`config.mk`:
```
export PLATFORM = sky130hd
export DESIGN_NAME = ahb3_master_seq
export DESIGN_NICKNAME = d
export VERILOG_FILES = /design/src/rtl/ahb3_master_seq.sv
export SDC_FILE = /design/constraint.sdc
export NUM_CORES = 1
export LEC_CHECK = 0
export CAP_MARGIN = 10
export CORE_ASPECT_RATIO = 0.7
export CORE_UTILIZATION = 52
export CTS_BUF_LIST = sky130_fd_sc_hd__clkbuf_16
export DETAILED_ROUTE_END_ITERATION = 8
export GPL_TIMING_DRIVEN = 0
export HOLD_SLACK_MARGIN = 0.03
export PLACE_DENSITY = 0.8
export SLEW_MARGIN = 10
export SYNTH_ARGS = -nofsm -noshare
export SYNTH_HDL_FRONTEND = slang
export SYNTH_SLANG_ARGS = --single-unit
```
`constraint.sdc`:
```
create_clock -name clk -period 5.08 [get_ports clk]
set_input_delay 0.762 -clock clk [delete_from_list [all_inputs] [get_ports clk]]
set_output_delay 0.762 -clock clk [all_outputs]
set_load 0.005 [all_outputs]
```
`src/rtl/ahb3_master_seq.sv`:
```
// ahb3_master_seq: AHB-lite master front end for ahb3lite_top.
//
// Turns SINGLE / INCR4 read and write commands into pipelined AHB-lite
// address and data phases. Write beats are buffered in a small FIFO, and a
// command is launched only when all of its write data is already buffered,
// so BUSY is never issued. Read beats come back on a one-cycle streaming
// output.
//
// Ports:
//   clk, reset              bus clock; synchronous active-high reset
//   cmd_valid/ready         command handshake
//   cmd_write, cmd_burst,   direction (1 = write), burst (0 = SINGLE,
//   cmd_addr                1 = INCR4) and start byte address
//   cmd_err                 one-cycle pulse: the accepted command was dropped
//   wd_valid/ready, wd_data write-beat FIFO push port
//   i_HADDR ... i_HWDATA    AHB-lite master outputs
//   HREADY, i_HRDATA        AHB-lite slave response
//   rd_valid, rd_data,      read beat stream; rd_last marks the final beat
//   rd_last                 of a command
module ahb3_master_seq #(
    parameter int ADDR_W   = 32,
    parameter int DATA_W   = 32,
    parameter int WD_DEPTH = 4
) (
    input  logic              clk,
    input  logic              reset,
    input  logic              cmd_valid,
    output logic              cmd_ready,
    input  logic              cmd_write,
    input  logic              cmd_burst,
    input  logic [ADDR_W-1:0] cmd_addr,
    output logic              cmd_err,
    input  logic              wd_valid,
    output logic              wd_ready,
    input  logic [DATA_W-1:0] wd_data,
    output logic [ADDR_W-1:0] i_HADDR,
    output logic              i_HWRITE,
    output logic [1:0]        i_HTRANS,
    output logic [2:0]        i_HSIZE,
    output logic [2:0]        i_HBURST,
    output logic [DATA_W-1:0] i_HWDATA,
    input  logic              HREADY,
    input  logic [DATA_W-1:0] i_HRDATA,
    output logic              rd_valid,
    output logic [DATA_W-1:0] rd_data,
    output logic              rd_last
);

    localparam int PTR_W = (WD_DEPTH > 1) ? $clog2(WD_DEPTH) : 1;
    localparam int CNT_W = $clog2(WD_DEPTH + 1);

    localparam logic [1:0] S_IDLE  = 2'd0;
    localparam logic [1:0] S_ADDR  = 2'd1;
    localparam logic [1:0] S_SEQB  = 2'd2;
    localparam logic [1:0] S_DRAIN = 2'd3;

    localparam logic [1:0] TR_IDLE   = 2'b00;
    localparam logic [1:0] TR_NONSEQ = 2'b10;
    localparam logic [1:0] TR_SEQ    = 2'b11;
    localparam logic [2:0] HB_SINGLE = 3'b000;
    localparam logic [2:0] HB_INCR4  = 3'b011;

    logic [1:0]        state;
    logic [1:0]        beat;
    logic [1:0]        beat_nxt;
    logic [ADDR_W-1:0] base;
    logic [ADDR_W-1:0] next_addr;

    logic              dp_valid;
    logic              dp_write;
    logic              dp_last;

    logic [DATA_W-1:0] fifo_mem [WD_DEPTH];
    logic [PTR_W-1:0]  wr_ptr;
    logic [PTR_W-1:0]  rd_ptr;
    logic [CNT_W-1:0]  count;
    logic [CNT_W-1:0]  avail;

    logic addr_accept;
    logic last_beat;
    logic final_addr;
    logic pop;
    logic push;
    logic data_ok;
    logic accept;
    logic illegal;
    logic launch;

    function automatic logic [PTR_W-1:0] ptr_inc(input logic [PTR_W-1:0] p);
        return (p == PTR_W'(WD_DEPTH - 1)) ? '0 : p + PTR_W'(1);
    endfunction

    assign i_HSIZE = 3'b010;

    always_comb begin
        addr_accept = HREADY && i_HTRANS[1];
        last_beat   = ((state == S_ADDR) && (i_HBURST == HB_SINGLE)) ||
                      ((state == S_SEQB) && (beat == 2'd3));
        final_addr  = addr_accept && last_beat;
        pop         = addr_accept && i_HWRITE;
        push        = wd_valid && wd_ready;
        // Beats left for the next command once this cycle's pop is taken;
        // pushes in flight are ignored, which only delays a launch.
        avail       = count - CNT_W'(pop);
        data_ok     = !cmd_write || (avail >= CNT_W'(4)) ||
                      (!cmd_burst && (avail != '0));
        cmd_ready   = !reset && ((state == S_IDLE) || final_addr) && data_ok;
        accept      = cmd_valid && cmd_ready;
        illegal     = (cmd_addr[1:0] != 2'b00) ||
                      (cmd_burst && (cmd_addr[9:0] > 10'h3F0));
        launch      = accept && !illegal;
        // A full FIFO can still take a beat in the cycle one is popped.
        wd_ready    = (count != CNT_W'(WD_DEPTH)) || pop;
        beat_nxt    = beat + 2'd1;
        next_addr   = base + {{(ADDR_W-4){1'b0}}, beat_nxt, 2'b00};
    end

    always_ff @(posedge clk) begin
        if (!reset && push) begin
            fifo_mem[wr_ptr] <= wd_data;
        end
    end

    always_ff @(posedge clk) begin
        if (reset) begin
            state    <= S_IDLE;
            beat     <= '0;
            base     <= '0;
            i_HADDR  <= '0;
            i_HWRITE <= 1'b0;
            i_HTRANS <= TR_IDLE;
            i_HBURST <= HB_SINGLE;
            i_HWDATA <= '0;
            dp_valid <= 1'b0;
            dp_write <= 1'b0;
            dp_last  <= 1'b0;
            rd_valid <= 1'b0;
            rd_data  <= '0;
            rd_last  <= 1'b0;
            cmd_err  <= 1'b0;
            wr_ptr   <= '0;
            rd_ptr   <= '0;
            count    <= '0;
        end else begin
            cmd_err <= accept && illegal;

            if (push) begin
                wr_ptr <= ptr_inc(wr_ptr);
            end
            if (pop) begin
                i_HWDATA <= fifo_mem[rd_ptr];
                rd_ptr   <= ptr_inc(rd_ptr);
            end
            case ({push, pop})
                2'b10:   count <= count + CNT_W'(1);
                2'b01:   count <= count - CNT_W'(1);
                default: count <= count;
            endcase

            // Data-phase tracking: the phase accepted now is the one whose
            // data completes at the next HREADY.
            rd_valid <= 1'b0;
            rd_last  <= 1'b0;
            if (HREADY) begin
                dp_valid <= i_HTRANS[1];
                dp_write <= i_HWRITE;
                dp_last  <= last_beat;
                if (dp_valid && !dp_write) begin
                    rd_valid <= 1'b1;
                    rd_data  <= i_HRDATA;
                    rd_last  <= dp_last;
                end
            end

            // launch can only be true in IDLE or on the final address phase,
            // so letting it override the per-state moves is safe.
            if (launch) begin
                state    <= S_ADDR;
                beat     <= '0;
                base     <= cmd_addr;
                i_HADDR  <= cmd_addr;
                i_HWRITE <= cmd_write;
                i_HTRANS <= TR_NONSEQ;
                i_HBURST <= cmd_burst ? HB_INCR4 : HB_SINGLE;
            end else begin
                case (state)
                    S_ADDR: begin
                        if (HREADY) begin
                            if (i_HBURST == HB_INCR4) begin
                                state    <= S_SEQB;
                                beat     <= beat_nxt;
                                i_HADDR  <= next_addr;
                                i_HTRANS <= TR_SEQ;
                            end else begin
                                state    <= S_DRAIN;
                                i_HTRANS <= TR_IDLE;
                            end
                        end
                    end
                    S_SEQB: begin
                        if (HREADY) begin
                            if (beat == 2'd3) begin
                                state    <= S_DRAIN;
                                i_HTRANS <= TR_IDLE;
                            end else begin
                                beat    <= beat_nxt;
                                i_HADDR <= next_addr;
                            end
                        end
                    end
                    S_DRAIN: begin
                        if (HREADY) begin
                            state <= S_IDLE;
                        end
                    end
                    default: begin
                        state <= S_IDLE;
                    end
                endcase
            end
        end
    end

endmodule

```
==> results.toml, run 1 <==
[setup_path]
critPathBufInv = 4
crit_type = "input port to output port"
worstPathCellList = "clkdlybuf4s50_1 > nand3_1 > clkbuf_1 > buf_1 > nor2_1 > ha_1 > xnor2_1 > a311o_1 > a211oi_4 > clkdlybuf4s50_1"
cp_max_fo = 10
path_depth = 10
cp-end-kind = "output port"
cp.arrival_ns = 3.92
crit_family = "buffers and inverters"
cpMostUsedCell = "clkdlybuf4s50_1"
cp.required_ns = 4.32
critPathMaxStageDelay_ns = 0.57
start_kind = "input port"
slowest_stage = "clkdlybuf4s50_1"
r2r_cells = 13

[floorplanning]
start_util = 0.5403
num_rows = 43
die-area_um2 = 21500
die_w_um = 174.8
io_pins = 213
core_um2 = 20120
fp.dieH_um = 123.0

[global_routing]
grt_pass1_wl_mm = 41.38
grt_antenna_before_repair = 0
grt_max_degree = 15
overflow = 0
grt_use_total = 0.2480
grt_pass1_vias = 7864

[synthesis]
synth-seq-cells = 277
ys_seq_area_frac = 0.6279
yosysWarnings = 0
syn_avg_cell_area_um2 = 11.53
async_reset_ff_frac = 0
synth_edf_count = 128
synth-main-ff-cell = "dfxtp_1"
syn_inst = 943
syn_area_um2 = 10870
synth_cell_types = 53

[place]
dp_hpwl_mm = 19.12
gp_congestion = 0.8871
place_area_um2 = 13440
io_buffers = 208

[sta]
fin_skew_ns = 0.008796
grt_setup_unrepaired = "no"
period_minus_slack_ns = 4.677
max_clock_freq_mhz = 213.8
finalHoldViolCount = 0
setup-tns-final_ns = 0
maxSlewViolCount = 0
worst_pin_slew_ns = 0.8366
setup_violations = 0
timing.final.crit_share = 0.9207
relSlewSlack = 0.4398

[cts]
post_cts_buffers = 0
cts_tree = "done"
cts_hold_buf = 0
cts_max_path_buffers = 3
h-tree-depth = 1
cts_sinks = 277
cts.clk_slew.worst_paths_ns = 0.06
cts_root_buf = "clkbuf_16"
cts_buffers = 26
insertion_delay_ns = 0.52
cts_repair_resize_count = 0

[cells_and_area]
register_area_um2 = 6827
diodes = 0
fillerInstances = 1456
final_area_um2 = 14190
area_delta_synth_final_pct = 30.54
final_common_cell = "clkdlybuf4s50_1"
nets = 1312
multi_input_area_um2 = 3641
drive_above_1_share = 0.08739
final_util = 0.7053
layout_common_cells = "clkdlybuf4s50_1, nand2_1, dfxtp_1"

[detailed_routing]
antenna_left = 0
wire_per_inst_um = 17.82
routed_wl_mm = 26.43
drt_iter0_markers = 672
dr_total_vias = 7993
viasPerCell = 5.390
drtPass1Iterations = 5
drcViolationCount = 0

[job]
cap_violations = 0

[min_path]
hold_path_class = "flop to flop"
hold_depth = 2

[power_and_ir_drop]
cellLeakagePower_nw = 4.749
power.density_nw_per_um2 = 311.5
irDropWorstVdd_uv = 226.9

[outcome]
status = "finished clean"
final cells by class:
| type | instances | area share |
|---|---|---|
| buffer | 61 | 0.02036 |
| clock buffer | 27 | 0.04761 |
| clock inverter | 21 | 0.005730 |
| inverter | 38 | 0.01005 |
| multi-input combinational | 569 | 0.2565 |
| sequential | 277 | 0.4810 |
| tap | 270 | 0.02380 |
| timing repair buffer | 220 | 0.1549 |
tightest hold or removal path: stages (launching register included):
cell and delay, ns:
dfxtp_1 0.30, nand2_1 0.05, a21oi_1 0.05
per-layer routing:
metal / vias to the layer above / GRT usage / routed length, um
met1: 3855 / 0.3438 / 11910
met2: 281 / 0.3973 / 12000
met3: 32 / 0.06427 / 2164
met4: 0 / 0.05163 / 360
met5: - / 0 / 0
li1: 3825 / - / -
cells in the mapped netlist, drive strengths merged (2+ instances only):
cell	n	area share
clkbuf	34	0.012
a311oi	2	0.0016
nand3	16	0.0078
o211ai	6	0.0041
xor2	2	0.0016
buf	27	0.015
and4	3	0.0024
o21ai	38	0.017
dfxtp	149	0.27
conb	2	0.00069
ha	14	0.016
xnor2	30	0.024
nor3	11	0.0051
a21oi	98	0.045
a211oi	3	0.0037
nand2	189	0.065
mux4	32	0.066
nor2	50	0.017
nor4	6	0.0048
o41ai	10	0.0081
and3	8	0.0046
o31ai	2	0.0014
nor3b	4	0.0028
nand4	10	0.0069
edfxtp	128	0.35
inv	38	0.013
fa	2	0.0037
nand2b	3	0.0017
and2	3	0.0017
mux2i	4	0.0037
a211o	7	0.0056
power by group:
part | internal (W) | total (W) | switching, W
Clock | 0.000952 | 0.00174 | 0.000792
Combinational | 0.000147 | 0.000273 | 0.000126
Sequential | 0.00238 | 0.00240 | 0.0000237
Total | 0.00348 | 0.00442 | 0.000941
logic make-up (layout without fill, tap and decap cells):
family | after synthesis | count (layout) | share of synthesized area
AO/OA/AOI/OAI | 172 | 172 | 0.09184
XOR/XNOR | 32 | 32 | 0.02578
adder cells (fa/ha/maj) | 16 | 16 | 0.01980
buffers and inverters | 99 | 367 | 0.03970
flip-flops | 277 | 277 | 0.6279
multiplexers | 36 | 36 | 0.06997
other | 2 | 4 | 0.0006908
AND/OR/NAND/NOR | 309 | 309 | 0.1243
sequential cells by signal (all words and copies together), names as in the netlist:
signal	flops
base	32
beat	2
cmd_err	1
count	3
dp_last	1
dp_valid	1
dp_write	1
fifo_mem	128
i_HADDR	32
i_HBURST	1
i_HTRANS	2
i_HWDATA	32
i_HWRITE	1
rd_data	32
rd_last	1
rd_ptr	2
rd_valid	1
state	2
wr_ptr	2
through the flow:
step,power (W),setup WS [ns],hold WS (ns),instances
global route,0.004570,0.1868,0.4660,1483
global placement,0.002712,-1.619,0.4403,1423
finish,0.004421,0.4026,0.4479,1483
floorplan,0.002557,0.7985,0.4266,945
detailed placement,0.002724,0.4355,0.4423,1435
CTS,0.004456,0.4233,0.4500,1483
path summary, 6_finish.rpt:
| check | startpoint | endpoint | slack [ns] |
|---|---|---|---|
| max reg2reg | i_HTRANS[1] | base[27] | 1.51 |
| max | HREADY | cmd_ready | 0.40 |
| min | base[1] | i_HADDR[1] | 0.45 |
| min reg2reg | base[1] | i_HADDR[1] | 0.45 |
(Power assumes the default switching activity.)
==> run 2, diff against run 1 <==
CTS_CLUSTER_DIAMETER = 50   (was not set)
==> results.toml, run 2 (synthesis gave the netlist of run 1 again) <==
[cts]
cts_max_path_buffers = 3
cts_root_buf = "clkbuf_16"
post_cts_buffers = 0
cts_sinks = 277
cts_repair_resize_count = 0
cts_tree = "done"
cts_buffers = 27
cts_hold_buf = 0
insertion_delay_ns = 0.53
h-tree-depth = 1
cts.clk_slew.worst_paths_ns = 0.06

[cells_and_area]
final_util = 0.7091
drive_above_1_share = 0.09143
largest_register = "fifo_mem"
nets = 1313
final_common_cell = "clkdlybuf4s50_1"
diodes = 0
largest_reg_flops = 128
layout_common_cells = "clkdlybuf4s50_1, nand2_1, dfxtp_1"
area_delta_synth_final_pct = 31.23
fillerInstances = 1424

[detailed_routing]
drt_iter0_markers = 653
routed_wl_mm = 26.64
drtPass1Iterations = 5
viasPerCell = 5.402
dr_total_vias = 8016
drcViolationCount = 0
wire_per_inst_um = 17.95
antenna_left = 0

[job]
cap_violations = 0

[floorplanning]
num_rows = 43
fp.dieH_um = 123.0
die-area_um2 = 21500
core_um2 = 20120
io_pins = 213
start_util = 0.5403
die_w_um = 174.8

[sta]
max_clock_freq_mhz = 215.2
grt_setup_unrepaired = "no"
period_minus_slack_ns = 4.648
timing.final.crit_share = 0.9149
finalHoldViolCount = 0
fin_hold_ws_ns = 0.4481
setup-tns-final_ns = 0
relSlewSlack = 0.4522
worst_pin_slew_ns = 0.8181
setup_violations = 0
setup_ws_ns = 0.4322
maxSlewViolCount = 0
fin_skew_ns = 0.009749

[global_routing]
grt_pass1_vias = 7935
grt_use_total = 0.2502
overflow = 0
grt_antenna_before_repair = 0
grt_max_degree = 16
grt_pass1_wl_mm = 41.69

[setup_path]
r2r_cells = 13
worstReg2RegStart = "i_HTRANS[1]"
worstPathCellList = "clkdlybuf4s50_1 > nand3_1 > clkbuf_1 > buf_1 > nor2_1 > ha_1 > xnor2_1 > a311o_1 > a211oi_4 > clkdlybuf4s50_1"
critPathMaxStageDelay_ns = 0.57
cp.arrival_ns = 3.89
slowest_stage = "clkdlybuf4s50_1"
rrSetupSlack_ns = 1.56
cp_max_fo = 10
worstReg2RegEnd = "base[27]"
cp.required_ns = 4.32
cpMostUsedCell = "clkdlybuf4s50_1"
start_kind = "input port"
cp-end-kind = "output port"
crit_type = "input port to output port"

[place]
pre_cts_ws_ns = 0.4355
io_buffers = 208
gp_congestion = 0.8871
dp_hpwl_mm = 19.12

[power_and_ir_drop]
cellLeakagePower_nw = 4.772
power.density_nw_per_um2 = 321.0
irDropWorstVdd_uv = 240.9

[min_path]
hp-start = "base[1]"
hold_depth = 2
hold_path_class = "flop to flop"
min_to = "i_HADDR[1]"

[outcome]
status = "finished clean"
run 2: cell types whose count changed in the layout (fill, tap and decap cells not counted), sizes merged:
cell and delta:
inv -1, clkinvlp +1, clkinv -1, bufinv +2
run 2: through the flow:
step / total power [W] / area, um^2 / std cells
detailed placement: 0.002724 / 13440 / 1435
finish: 0.004580 / 14270 / 1484
floorplan: 0.002557 / 10880 / 945
CTS: 0.004608 / 14270 / 1484
global route: 0.004725 / 14270 / 1484
global placement: 0.002712 / 13300 / 1423
run 2: cell type report:
type	instances	area (um^2)	area share
Sequential cell	277	6827	0.4785
Multi-Input combinational cell	569	3641	0.2552
Timing Repair Buffer	220	2198	0.1541
Clock buffer	27	675.6	0.04736
Tap cell	270	337.8	0.02368
Buffer	61	289.0	0.02026
Clock inverter	22	156.4	0.01096
Inverter	38	142.6	0.009997
run 2: power by group:
| group | switching [W] | leakage [nW] | internal [W] |
|---|---|---|---|
| sequential | 0.0000239 | 2.37 | 0.00238 |
| combinational | 0.000126 | 1.97 | 0.000147 |
| clock | 0.000834 | 0.431 | 0.00107 |
| total | 0.000984 | 4.77 | 0.00360 |
run 2: critical path, delay by kind of cell:
| family | cells | cell delay [ns] |
|---|---|---|
| XOR/XNOR | 1 | 0.13 |
| adder cells (fa/ha/maj) | 1 | 0.21 |
| buffers and inverters | 4 | 1.90 |
| AO/OA/AOI/OAI | 2 | 0.67 |
| AND/OR/NAND/NOR | 2 | 0.23 |
run 2: how the worst max path moves through the flow:
stage          startpoint               to  slack [ns]
2_1_floorplan      HREADY   fifo_mem[0][0]        0.80
3_3_place_gp       HREADY  fifo_mem[0][15]       -1.62
3_5_place_dp       HREADY        cmd_ready        0.44
4_1_cts            HREADY        cmd_ready        0.42
5_1_grt            HREADY        cmd_ready        0.19
6_report           HREADY        cmd_ready        0.43
run 2: per-layer routing:
layer,vias up,GRT usage,part of all wire
li1,3826,-,-
met1,3821,0.3448,0.44
met2,324,0.4023,0.46
met3,45,0.06150,0.086
met4,0,0.06033,0.019
met5,-,0,0
==> RTL change 1, RTL diff (settings of run 1) <==
Put one more register stage on the output `cmd_err`. The value now appears one clock later. The other outputs are not delayed to match. Comments in the files are not updated.
--- a/src/rtl/ahb3_master_seq.sv
+++ b/src/rtl/ahb3_master_seq.sv
@@ -62,2 +62,4 @@
 
+    logic cmd_err_s0;
+
     logic [1:0]        state;
@@ -139,3 +141,3 @@
             rd_last  <= 1'b0;
-            cmd_err  <= 1'b0;
+            cmd_err_s0 <= 1'b0;
             wr_ptr   <= '0;
@@ -144,3 +146,3 @@
         end else begin
-            cmd_err <= accept && illegal;
+            cmd_err_s0 <= accept && illegal;
 
@@ -223,2 +225,6 @@
 
+    always_ff @(posedge clk) begin
+        cmd_err <= cmd_err_s0;
+    end
+
 endmodule
Behaviour: not the same (a bounded check fails within 4 cycles, from zero or initial values and one cycle with reset high).
==> RTL change 1 against run 1 <==
  * Utilization shrank 1.3 points
  * Area after synthesis increased by 1.7%
  * Cell area increased by 1.6%
  * Wire length up 1.4%
  * Worst setup slack gained 0.23 ns
  * Sequential cell count grew 1
  * First-iteration DRC count is 22% lower
  * Total power grew 1.4%
  * Cell count is 0.27% higher
  * Critical endpoint unchanged
==> RTL change 1: results (changes against run 1) <==
GRT Total Usage=24.5% (-0.35 points); Min-Delay Endpoint=cmd_err; Max VDD drop=276 µV (+22%); Fin Hold WS=0.328 ns (-0.120 ns); sequential area share after synthesis=61.9% (-0.88 points); Area Overhead vs Synth=30.3%; register share of the cell area=47.5% (-0.60 points); largest net degree at the start of global routing=16 (+1); r2r endpoint=base[29]; DP Worst Slack=0.617 ns (+0.181 ns); WL final=26800 µm (+1.4%); Total Nets Final=1309 (-0.23%); Clock Skews=0.0131 ns (+0.00427 ns); DR iter-0 viols=525 (-22%); GR Util met3=6.20% (-0.23 points); fillers=1558 (+7.0%); placed cells=1437 (+0.14%); DP HPWL=19300 µm (+1.1%); post-synthesis cell type count=59 (+11%); share of post-route cells with drive strength above 1=11.2% (+2.5 points); largest cells by area after synthesis=edfxtp_1 35%, dfxtp_1 27%, mux4_2 6.5%, nand2_1 6.4%, a21oi_1 4.3%; Final clock-cell share=5.49% (+0.15 points); signal buffers share of area=17.5% (about the same); Avg Inst Size Synth=11.8 µm² (+2.3%); Repair and plain buffers=280 (-0.36%); CTS sink cnt=278 (+0.36%); vias in the first global route=7678 (-2.4%); met2 usage=38.2% (-1.6 points); post-route cell area=0.0144 mm² (+1.6%); wl on met1=12000 µm (+0.97%); WL met2=12100 µm (+0.50%); Non-Filler Instances=1487 (+0.27%); status=finished clean; Placer Congestion=0.925 (+4.2%); via/cell ratio=5.39 (about the same); comb_multi_in=566 (-0.53%); multi-input logic area=0.00377 mm² (+3.5%); TritonRoute pass-1 iters=6 (+1); Synth top cells by count=188 x nand2_1, 150 x dfxtp_1, 128 x edfxtp_1, 95 x a21oi_1, 51 x nor2_1
RTL change 1: cell families (layout without fill, tap and decap cells):
group	count (synthesis)	after routing	synth area share, %
adder cells (fa/ha/maj)	16	16	1.95
AO/OA/AOI/OAI	171	171	9.72
XOR/XNOR	31	31	2.46
other	2	4	0.0679
multiplexers	36	36	6.88
buffers and inverters	96	367	4.28
AND/OR/NAND/NOR	308	308	12.8
flip-flops	278	278	61.9
RTL change 1: how the worst max path moves through the flow:
stage                                 end  slack, ns  depth (start not counted)
after floorplan            fifo_mem[0][0]       0.83                          5
after CTS                       cmd_ready       0.62                         10
after global routing            cmd_ready       0.39                         10
after detailed placement        cmd_ready       0.62                         10
after global placement    fifo_mem[2][21]      -1.63                          6
final                           cmd_ready       0.63                         10
RTL change 1: where the power goes:
part / internal (W) / switching, W / leakage [nW]
clock network: 0.000969 / 0.000822 / 0.434
logic: 0.000149 / 0.000128 / 2.13
registers: 0.00239 / 0.0000256 / 2.37
==> RTL change 2, RTL diff (settings of run 1) <==
Without the edit above. Change the parameter `DATA_W` from 32 to 28.
--- a/src/rtl/ahb3_master_seq.sv
+++ b/src/rtl/ahb3_master_seq.sv
@@ -21,3 +21,3 @@
     parameter int ADDR_W   = 32,
-    parameter int DATA_W   = 32,
+    parameter int DATA_W   = 28,
     parameter int WD_DEPTH = 4
Interface: changed (resized i_HRDATA, i_HWDATA, rd_data and wd_data); port bits go from 213 to 197. The function was not compared with the original's and may differ.
==> RTL change 2 against run 1 <==
  * First-iteration DRC count decreased by 15%
  * Worst setup slack improved by 0.27 ns
  * Maximum frequency increased by 6.2%
  * Cell count decreased by 5.9%
  * Cell area decreased by 7.1%
  * Hold slack improved by 0.0052 ns
  * Area after synthesis decreased by 7.2%
  * Utilization decreased by 1.0 points
  * Wire length decreased by 5.9%
  * Sequential power decreased by 8.7%
  * Sequential cell count decreased by 24
  * Total power decreased by 6.3%
  * Synthesized cell count decreased by 6.0%
  * Critical path type unchanged
  * Largest power group unchanged
==> RTL change 2: results (changes against run 1) <==
Placer Congestion=0.843 (-5.0%); Max VDD drop=232 µV (+2.4%); leakage=4.61 nW (-3.0%); Final min period=4.40 ns (-0.273 ns); Clock Skews=0.0108 ns (+0.00196 ns); Non-clk invs=21 (-45%); buffers added on ports=191 (-8.2%); largest cells by area after synthesis=edfxtp_1 33%, dfxtp_1 28%, nand2_1 7.5%, mux4_2 6.3%, a21oi_1 4.3%; DP Worst Slack=0.690 ns (+0.254 ns); sequential area share after synthesis=61.3% (-1.5 points); signal buffers share of area=17.2% (-0.37 points); worst slew margin relative to its limit=39.2% (-4.8 points); comb_multi_in=559 (-1.8%); multiplexer area fraction after synthesis=6.65% (-0.35 points); Clk network pwr share=40.9% (+1.5 points); placed instance area=0.0124 mm² (-7.4%); total CTS buffers=24 (-7.7%); Non-Filler Instances=1396 (-5.9%); GRT Total Usage=25.1% (+0.30 points); R2R setup slack=2.02 ns (+0.51 ns); Final clock-cell share=5.64% (+0.30 points); adder-cell area share of the yosys netlist=2.13% (+0.15 points); Total Nets Final=1225 (-6.6%); Avg Inst Size Synth=11.4 µm² (-1.2%); FFs & Latches=253 (-8.7%); Critical Path AT=3.64 ns (-0.28 ns); status=finished clean; largest net degree at the start of global routing=17 (+2); fillers=1395 (-4.2%); Cells after Synth=886 (-6.0%); Compound-Gate Fraction of Synth Area=8.73% (-0.45 points); Register Area=0.00619 mm² (-9.4%); Repair and plain buffers=255 (-9.3%); met3 wire len=2040 µm (-5.9%); Min-Delay Endpoint=i_HWDATA[13]; post-synthesis cell type count=61 (+15%); average routed wire per standard cell=17.8 µm (about the same); clock buffers=25 (-7.4%); Fin Hold WS=0.453 ns (+0.00516 ns); GR Util met3=4.12% (-2.3 points); global-route wire length before repair=38800 µm (-6.3%)
[RTL change 2: cell types whose count changed after synthesis, sizes merged, moves of 5 or more]
cell | before | now
a211o | 7 | 2
a21oi | 98 | 88
and3 | 8 | 3
dfxtp | 149 | 141
edfxtp | 128 | 112
inv | 38 | 21
nand2 | 189 | 202
nor2 | 50 | 60
o21ai | 38 | 24
xnor2 | 30 | 20
xor2 | 2 | 11
[RTL change 2: critical path: stages]
cell and delay, ns:
clkdlybuf4s50_1 0.48, buf_2 0.22, nand3_1 0.28, clkbuf_1 0.50, nor2_1 0.09, ha_1 0.21, xnor2_1 0.14, o2111ai_1 0.12
and3b_1 0.27, clkdlybuf4s50_1 0.56
[RTL change 2: kinds of logic (layout without fill, tap and decap cells)]
family | after synthesis | after routing
fa+ha+maj | 16 | 16
other cells | 2 | 4
simple gates | 329 | 329
flops | 253 | 253
compound gates | 147 | 147
mux | 32 | 32
xor+xnor | 31 | 31
buf+inv | 76 | 320
